## src/rtl/count_ctrl_pkg.sv

```systemverilog
// Shared types and default sizes for the count sweep controller.
package count_ctrl_pkg;

  typedef enum logic [1:0] {
    IDLE = 2'd0,
    LOAD = 2'd1,
    RUN  = 2'd2,
    DONE = 2'd3
  } sweep_state_t;

  localparam int CNT_N_DEF    = 4;
  localparam int SWEEPS_W_DEF = 4;

endpackage

```

## src/rtl/count_sweep_ctrl.sv

```systemverilog
// Count sweep controller: loads a seed into an external up/down counter and
// bounces it between its terminal counts for a requested number of sweeps.
//
// state | meaning
// IDLE  | counter parked, waiting for start
// LOAD  | one cycle, parallel-load the latched seed into the counter
// RUN   | counting; each terminal count bumps the tally and turns around
// DONE  | one-cycle done pulse, then back to IDLE
module count_sweep_ctrl
  import count_ctrl_pkg::*;
#(
  parameter int N        = CNT_N_DEF,
  parameter int SWEEPS_W = SWEEPS_W_DEF
) (
  input  logic                clk,
  input  logic                reset,
  input  logic                start,
  input  logic                abort,
  input  logic [N-1:0]        seed,
  input  logic [SWEEPS_W-1:0] sweeps,
  input  logic                start_up,
  output logic                busy,
  output logic                done,
  output logic [SWEEPS_W-1:0] sweep_cnt,
  output logic                cnt_en_b,
  output logic                cnt_load_b,
  output logic                cnt_up,
  output logic [N-1:0]        cnt_load_in,
  input  logic                cnt_rco_b
);

  localparam logic [SWEEPS_W-1:0] SWEEP_ONE = SWEEPS_W'(1);

  sweep_state_t        state_q, state_d;
  logic [N-1:0]        seed_q;
  logic [SWEEPS_W-1:0] sweeps_q;
  logic                dir_q;
  logic [SWEEPS_W-1:0] sweep_inc;
  logic                accept;
  logic                last_sweep;

  assign sweep_inc  = sweep_cnt + SWEEP_ONE;
  assign accept     = (state_q == IDLE) && start;
  assign last_sweep = (sweep_inc == sweeps_q);

  // State register
  always_ff @(posedge clk or posedge reset) begin
    if (reset) state_q <= IDLE;
    else       state_q <= state_d;
  end

  // Next-state logic; abort overrides every other transition once a run is active
  always_comb begin
    state_d = state_q;
    case (state_q)
      IDLE: if (start) state_d = (sweeps != '0) ? LOAD : DONE;
      LOAD: state_d = RUN;
      RUN:  if (cnt_rco_b && last_sweep) state_d = DONE;
      DONE: state_d = IDLE;
      default: state_d = IDLE;
    endcase
    if (abort && (state_q != IDLE)) state_d = IDLE;
  end

  // Run parameters latch on an accepted start; a zero-sweep request leaves them alone
  always_ff @(posedge clk or posedge reset) begin
    if (reset) begin
      seed_q   <= '0;
      sweeps_q <= '0;
    end else if (accept && (sweeps != '0)) begin
      seed_q   <= seed;
      sweeps_q <= sweeps;
    end
  end

  // Direction and tally; the final terminal keeps its direction so cnt_up shows the last sweep
  always_ff @(posedge clk or posedge reset) begin
    if (reset) begin
      dir_q     <= 1'b1;
      sweep_cnt <= '0;
    end else if (accept) begin
      sweep_cnt <= '0;
      if (sweeps != '0) dir_q <= start_up;
    end else if ((state_q == RUN) && !abort && cnt_rco_b) begin
      sweep_cnt <= sweep_inc;
      if (!last_sweep) dir_q <= ~dir_q;
    end
  end

  // Counter pins and status; in RUN the terminal flag gates the enable directly so the
  // counter parks on its terminal value for the turn-around edge instead of wrapping
  always_comb begin
    busy        = 1'b0;
    done        = 1'b0;
    cnt_en_b    = 1'b1;
    cnt_load_b  = 1'b1;
    cnt_up      = dir_q;
    cnt_load_in = seed_q;
    case (state_q)
      LOAD: begin
        busy       = 1'b1;
        cnt_en_b   = 1'b0;
        cnt_load_b = 1'b0;
      end
      RUN: begin
        busy     = 1'b1;
        cnt_en_b = cnt_rco_b;
      end
      DONE: done = 1'b1;
      default: ;
    endcase
  end

endmodule

```

## config.mk

```make
export PLATFORM = sky130hd
export DESIGN_NAME = count_sweep_ctrl
export DESIGN_NICKNAME = d
export VERILOG_FILES = /design/src/rtl/count_ctrl_pkg.sv /design/src/rtl/count_sweep_ctrl.sv
export SDC_FILE = /design/constraint.sdc
export NUM_CORES = 1
export LEC_CHECK = 0
export ABC_AREA = 1
export CORE_MARGIN = 2
export CORE_UTILIZATION = 45
export DETAILED_ROUTE_END_ITERATION = 8
export GPL_ROUTABILITY_DRIVEN = 0
export PLACE_DENSITY = 0.78
export SLEW_MARGIN = 10
export SYNTH_ARGS = -nofsm -noshare
export SYNTH_HDL_FRONTEND = slang
export SYNTH_SLANG_ARGS = --single-unit
```

## constraint.sdc

```tcl
create_clock -name clk -period 1.6 [get_ports clk]
set_input_delay 0.32 -clock clk [delete_from_list [all_inputs] [get_ports clk]]
set_output_delay 0.32 -clock clk [all_outputs]
set_load 0.005 [all_outputs]
```

==> results summary <==
After synthesis, the most frequently instantiated cells are 34 x nand2_1, 20 x inv_1, 14 x dfrtp_1. The number of cells in the finished layout apart from fillers is 182. The leakage power is between 0.6 and 0.7 nW.

For this design the ratio of total power to cell area is 1370 nW/µm². The number of buffers on the longest clock path came out at 2. The flow ran to the end, but the final reports show violations. The signal arrival time at the worst endpoint is 1.30 ns. When the netlist entered floorplanning its net count stood at 134. The worst relative slew slack is 85.27%. Of the post-synthesis cell area, the dominant cell type holds around two fifths. After detailed routing, the number of vias per cell comes to 4.978.

The maximum level of the CTS H-tree came out at 1. After filler insertion, the fill cell instance count of the layout stands at 140. The data required time of the worst path came out at 1.28 ns. The area growth from synthesis to final layout is 50.57%. In this run the core area contains 15 standard-cell rows.

The worst slack on hold paths is 0.3228 ns. Sequential elements use 43.12% of the synthesized area. The worst setup path is launched from a flip-flop. The flip-flop and latch count after synthesis is 15. The number of antenna violations at the first check in global routing came out at 0. The final worst slack is -0.01686 ns. At the pin with the least slew margin, the transition time is 0.2187 ns. Traced cell by cell, the critical path runs through inv_2 > ha_2 > inv_1 > dlygate4sd2_1. The worst clock skew is 0.003574 ns. The slowest stage of the critical path is the dfrtp_1 cell. The number of port buffers is 26.

Of all nets on the critical path, the largest fanout is 3. The die span in y is 48.06 µm. The number of vias after detailed routing came out at 906. Among all flip-flop cells after synthesis, the most frequent one is dfrtp_1. The synthesized cell area came out at ~870 µm². The detailed router finished its first iteration with 16 violations. The clock-pin slew on the worst setup and hold paths is 0.10 ns. The cell with the most instances after synthesis is nand2_1. TritonCTS built the clock tree. The number of clock buffers inserted by TritonCTS is 3. The number of nets in the layout came out at 177. The wire length of the first global-routing pass came out at 3.456 mm. The number of max-slew violations in the final report came out at 0.

The total of endpoints with negative setup slack in the final report came out at 1. The maximum operating frequency came out at 618.5 MHz. The core footprint is 1783 µm². By area the synthesized netlist is led by dfrtp_1 40%, nand2_1 15%, inv_1 8.6%. The total wire length after detailed routing came out at around 2.2 mm. The number of global-route vias before repair is 860. The number of flops mapped to enable cells by yosys came out at 0. The largest net degree at the start of global routing came out at 16. The final number of hold-violating endpoints is 0. Once detailed placement completed, the half-perimeter wirelength came to 1.667 mm. The final reports fail on setup timing. The cell chosen for the clock root is clkbuf_4. Hold repair after CTS inserted 0 buffers.

The die boundary width is roughly 48 µm. After detailed placement, the design holds a cell count of 176. The worst setup slack after placement is -0.1759 ns.

The number of antenna cells inserted is 0. The total global routing overflow came out at 0. The path class of the tightest hold or removal check is in2async. After layout, the worst path uses 101.1% of the clock period. The largest stage delay on the critical path is between 0.4 and 0.5 ns.

The I/O pin count came out at 27. The count of synthesis-stage warnings from yosys is 0. The dominant cell type by area after synthesis is dfrtp_1. Global routing used 21.31% of the available tracks. After synthesis, the share of flip-flops with an asynchronous set or reset is 100.0%. The fraction of layout cells with a size suffix above 1 is ~25%.

The die covers 2309 µm². By startpoint and endpoint, the worst setup path is classified as reg2out. The worst ir drop on vdd came out at ~1.1 mV. Clock tree synthesis found a total of 15 sinks.

The number of distinct library cells after synthesis is 14. STA classifies the critical path endpoint as an output port. The first-pass iteration count of the detailed router is 4. The count of antenna-violating nets left after detailed routing came out at 0. The cell count after synthesis came out at 115. In the routed design, unresolved DRC markers number 0. The mean area per synthesized cell came out at 7.594 µm². The tool flagged a number of max-cap violations equal to 0. The wire length per cell is 12.08 µm. The starting density of the core is 48.98%. Subtracting the final worst setup slack from the clock period gives 1.617 ns. The source-to-sink clock delay at the later pin of the worst-skew pair is 0.29 ns. Setup repair after global routing could not meet its margin everywhere.
flip-flops by register name, summed over array words and instances, names as in the netlist:
name,cells
cnt_load_in,4
cnt_up,1
state_q,2
sweep_cnt,4
sweeps_q,4
final cells by class:
cell class	count	area (µm²)	share of cell area [%]
timing repair buffer	39	349.1	26.55
tap	25	31.28	2.379
sequential	15	377.9	28.73
inverter	20	75.07	5.709
clock buffer	3	22.52	1.713
clock inverter	1	5.005	0.3806
multi-input combinational	79	454.2	34.54
critical path: cells and delay by family, from the launching register on:
kind,cells,cell delay (ns)
buffers and inverters,3,0.38
flip-flops,1,0.44
adder cells (fa/ha/maj),1,0.19
kinds of logic after synthesis:
family          after synthesis  share of synthesized area [%]
fa+ha+maj                     5                          7.163
simple gates                 57                          27.94
compound gates               13                          7.450
buf+inv                      21                          9.168
mux                           4                          5.157
flops                        15                          43.12
path summary, 6_finish.rpt:
path | slack [ns] | to | start | cells after the start
hold / removal | 0.32 | cnt_load_in[3]$_DFFE_PP0P_ | reset | 3
setup / recovery | -0.02 | cnt_load_b | state_q[1]$_DFFE_PP0P_ | 4
min in group clk | 0.52 | cnt_load_in[3]$_DFFE_PP0P_ | cnt_load_in[3]$_DFFE_PP0P_ | 1
setup reg to reg | 0.10 | sweep_cnt[3]$_DFFE_PP0P_ | state_q[0]$_DFFE_PP0P_ | 9
hold reg to reg | 0.52 | cnt_load_in[3]$_DFFE_PP0P_ | cnt_load_in[3]$_DFFE_PP0P_ | 1
max in group asynchronous | 1.03 | cnt_up$_DFFE_PP1P_ | reset | 3
metal layers:
layer / global-route usage, % / routed length [µm] / part of all wire [%]
met1: 22.99 / 875 / 40
met2: 42.13 / 1227 / 56
met3: 4.906 / 96 / 4.4
met4: 3.243 / 0 / 0
met5: 0 / 0 / 0
repair_timing:
item                       in CTS  in global routing
cloned                          0                  0
pin swaps                       0                  4
gates resized for setup        18                 11
setup buffers                   2                  1
setup endpoints to repair       8                 14
power by group:
group	leakage, nW	total, mW	internal (mW)	switching, mW
clock network	0.0177	0.228	0.0927	0.135
registers	0.186	0.636	0.529	0.107
logic	0.468	0.939	0.499	0.440
total	0.672	1.80	1.12	0.682
placed cells by master, fill, tap and decap left out:
| cell | n |
|---|---|
| nor2_1 | 3 |
| dfrtp_2 | 1 |
| buf_6 | 2 |
| clkbuf_2 | 2 |
| nor2_2 | 2 |
| o21ai_0 | 11 |
| ha_4 | 2 |
| a21oi_1 | 1 |
| clkbuf_4 | 3 |
| dlygate4sd2_1 | 3 |
| ha_2 | 1 |
| dfrtp_1 | 13 |
| clkinv_2 | 1 |
| buf_4 | 11 |
| mux2_2 | 4 |
| inv_1 | 17 |
| nand2_2 | 4 |
| o21ai_1 | 1 |
| dfstp_2 | 1 |
| nand3_1 | 12 |
| buf_2 | 1 |
| dlymetal6s2s_1 | 1 |
| inv_2 | 3 |
| nand2_1 | 32 |
| clkdlybuf4s50_1 | 19 |
| nand4_1 | 3 |
| ha_1 | 2 |
| or2_2 | 1 |
per-stage QoR:
stage	instance area, µm²	utilization [%]	TNS (ns)	total power, mW
CTS	1290	72.35	-0.008609	1.801
global placement	1242	69.68	-0.1650	1.513
floorplan	873.3	-	0	1.073
finish	1315	73.75	-0.01686	1.802
global route	1315	73.75	-0.09554	1.952
detailed placement	1242	69.68	-0.3063	1.555
Power figures use the tool's default switching activity.
==> patch: new RTL, config.mk and constraints unchanged <==
Set the package constant `SWEEPS_W_DEF` to 3 (it was 4).
--- a/src/rtl/count_ctrl_pkg.sv
+++ b/src/rtl/count_ctrl_pkg.sv
@@ -11,3 +11,3 @@
   localparam int CNT_N_DEF    = 4;
-  localparam int SWEEPS_W_DEF = 4;
+  localparam int SWEEPS_W_DEF = 3;
 
Ports: changed (resized sweep_cnt and sweeps); port bits go from 27 to 25. The function was not compared with the original's and may differ.
==> patch against the unedited design <==
- worst setup slack improved by 0.046 ns
- design area fell by 8.5%
- sequential cell count down 2
- maximum frequency is 2.9% higher
- non-clock buffer count decreased by 8
- power up 14%
- combinational power increased by 33%
- core utilization down 3.3 points
- worst hold slack improved by 0.042 ns
- routed wire length shrank 17%
- via count down 16%
- area after synthesis down 7.7%
- global-route usage shrank 1.3 points
- largest power group unchanged
==> patch: results (changes against the unedited design) <==
[finish]
nets=155  ; -12%
stdcell_area_um2=1204  ; -8.5%
layout-drive-gt1-share_pct=27.41  ; +2.6 points
nFillCells=137  ; -2.1%

[setup_path]
cp.arrival_ns=1.25  ; -0.05 ns
ff2ff_path_depth=8  ; -1
crit_path_start=state_q[0]$_DFFE_PP0P_
worstSetupEndpoint=busy
reg2reg_to=cnt_load_in[1]$_DFFE_PP0P_
critPathMaxFanout=2  ; -1

[pwr]
power_switching_mw=0.7777  ; +14%
peakVddDrop_mv=0.9183  ; -16%
p_clk_mw=0.204  ; -11%
leakage_nw=0.5915  ; -12%

[run_status]
status=completed

[clocking]
cts_resized=19  ; +1
clkTransAtPathRegs_ns=0.08  ; -0.02 ns
clkLatencyLatePin_ns=0.27  ; -0.02 ns

[logic_synthesis]
synthMuxAreaShare_pct=7.453  ; +2.3 points
ys_seq_area_share_pct=40.53  ; -2.6 points
synth.distinct_cells=18  ; +4
yosys.area_share.adder_pct=9.317  ; +2.2 points
synthTopCellsByCount=nand2_1 (26), inv_1 (15), dfrtp_1 (12)
synth_compound_area_share_pct=5.590  ; -1.9 points
yosys-top-cells-area=dfrtp_1 (37%), nand2_1 (12%), ha_1 (9.3%), mux2_4 (7.5%), inv_1 (7.0%)
avgSynthCellArea_um2=8.058  ; +6.1%
async_flop_share_pct=100.0  ; unchanged
yosys_warnings=0  ; unchanged

[global_route]
grt_pass1_wl_mm=3.022  ; -13%
grt_max_degree=14  ; -2
first_global_vias=789  ; -8.3%
track_usage_pct=20.02  ; -1.3 points

[detailed_routing]
drt-initial-drc-count=13  ; -3
routed_wl_mm=1.829  ; -17%
viasPerCell=4.775  ; -4.1%
vias=764  ; -16%

[sta]
whs_ns=0.3647  ; +0.04197 ns
slew-limit-headroom_pct=66.66  ; -19 points
finalCriticalPeriod_ns=1.571  ; -0.04615 ns
finalSetupViolCount=0  ; -1

[placed_design]
dp_hpwl_mm=1.402  ; -16%
placedCellCount=153  ; -13%
port_buffers=24  ; -7.7%

patch: cell count changes in the layout (fill, tap and decap cells not counted), sizes merged, moves of 2 or more:
cell | before | now
buf | 14 | 10
dfrtp | 14 | 12
dlygate4sd2 | 3 | 1
inv | 20 | 18
nand2 | 36 | 30
nand3 | 12 | 8
o21ai | 12 | 8
patch: final cells by class:
cell class	instances	share of cell area [%]
clock buffers	4	2.183
inverters	19	6.445
multi-input cells	68	37.42
flip-flops and latches	13	27.23
well taps	25	2.599
repair buffers	31	24.12
patch: routing by layer:
layer  vias up  wire length, um  GRT usage [%]
met5         -                0              0
met4         0               45          13.71
met3         4               86          2.353
met2        25              917          33.61
met1       348              780          23.43
li1        387                -              -
patch: cells by family (layout without fill, tap and decap cells):
| group | count (synthesis) | in the layout |
|---|---|---|
| flip-flops | 13 | 13 |
| buffers and inverters | 19 | 54 |
| AND/OR/NAND/NOR | 49 | 49 |
| AO/OA/AOI/OAI | 9 | 9 |
| adder cells (fa/ha/maj) | 6 | 6 |
| multiplexers | 4 | 4 |
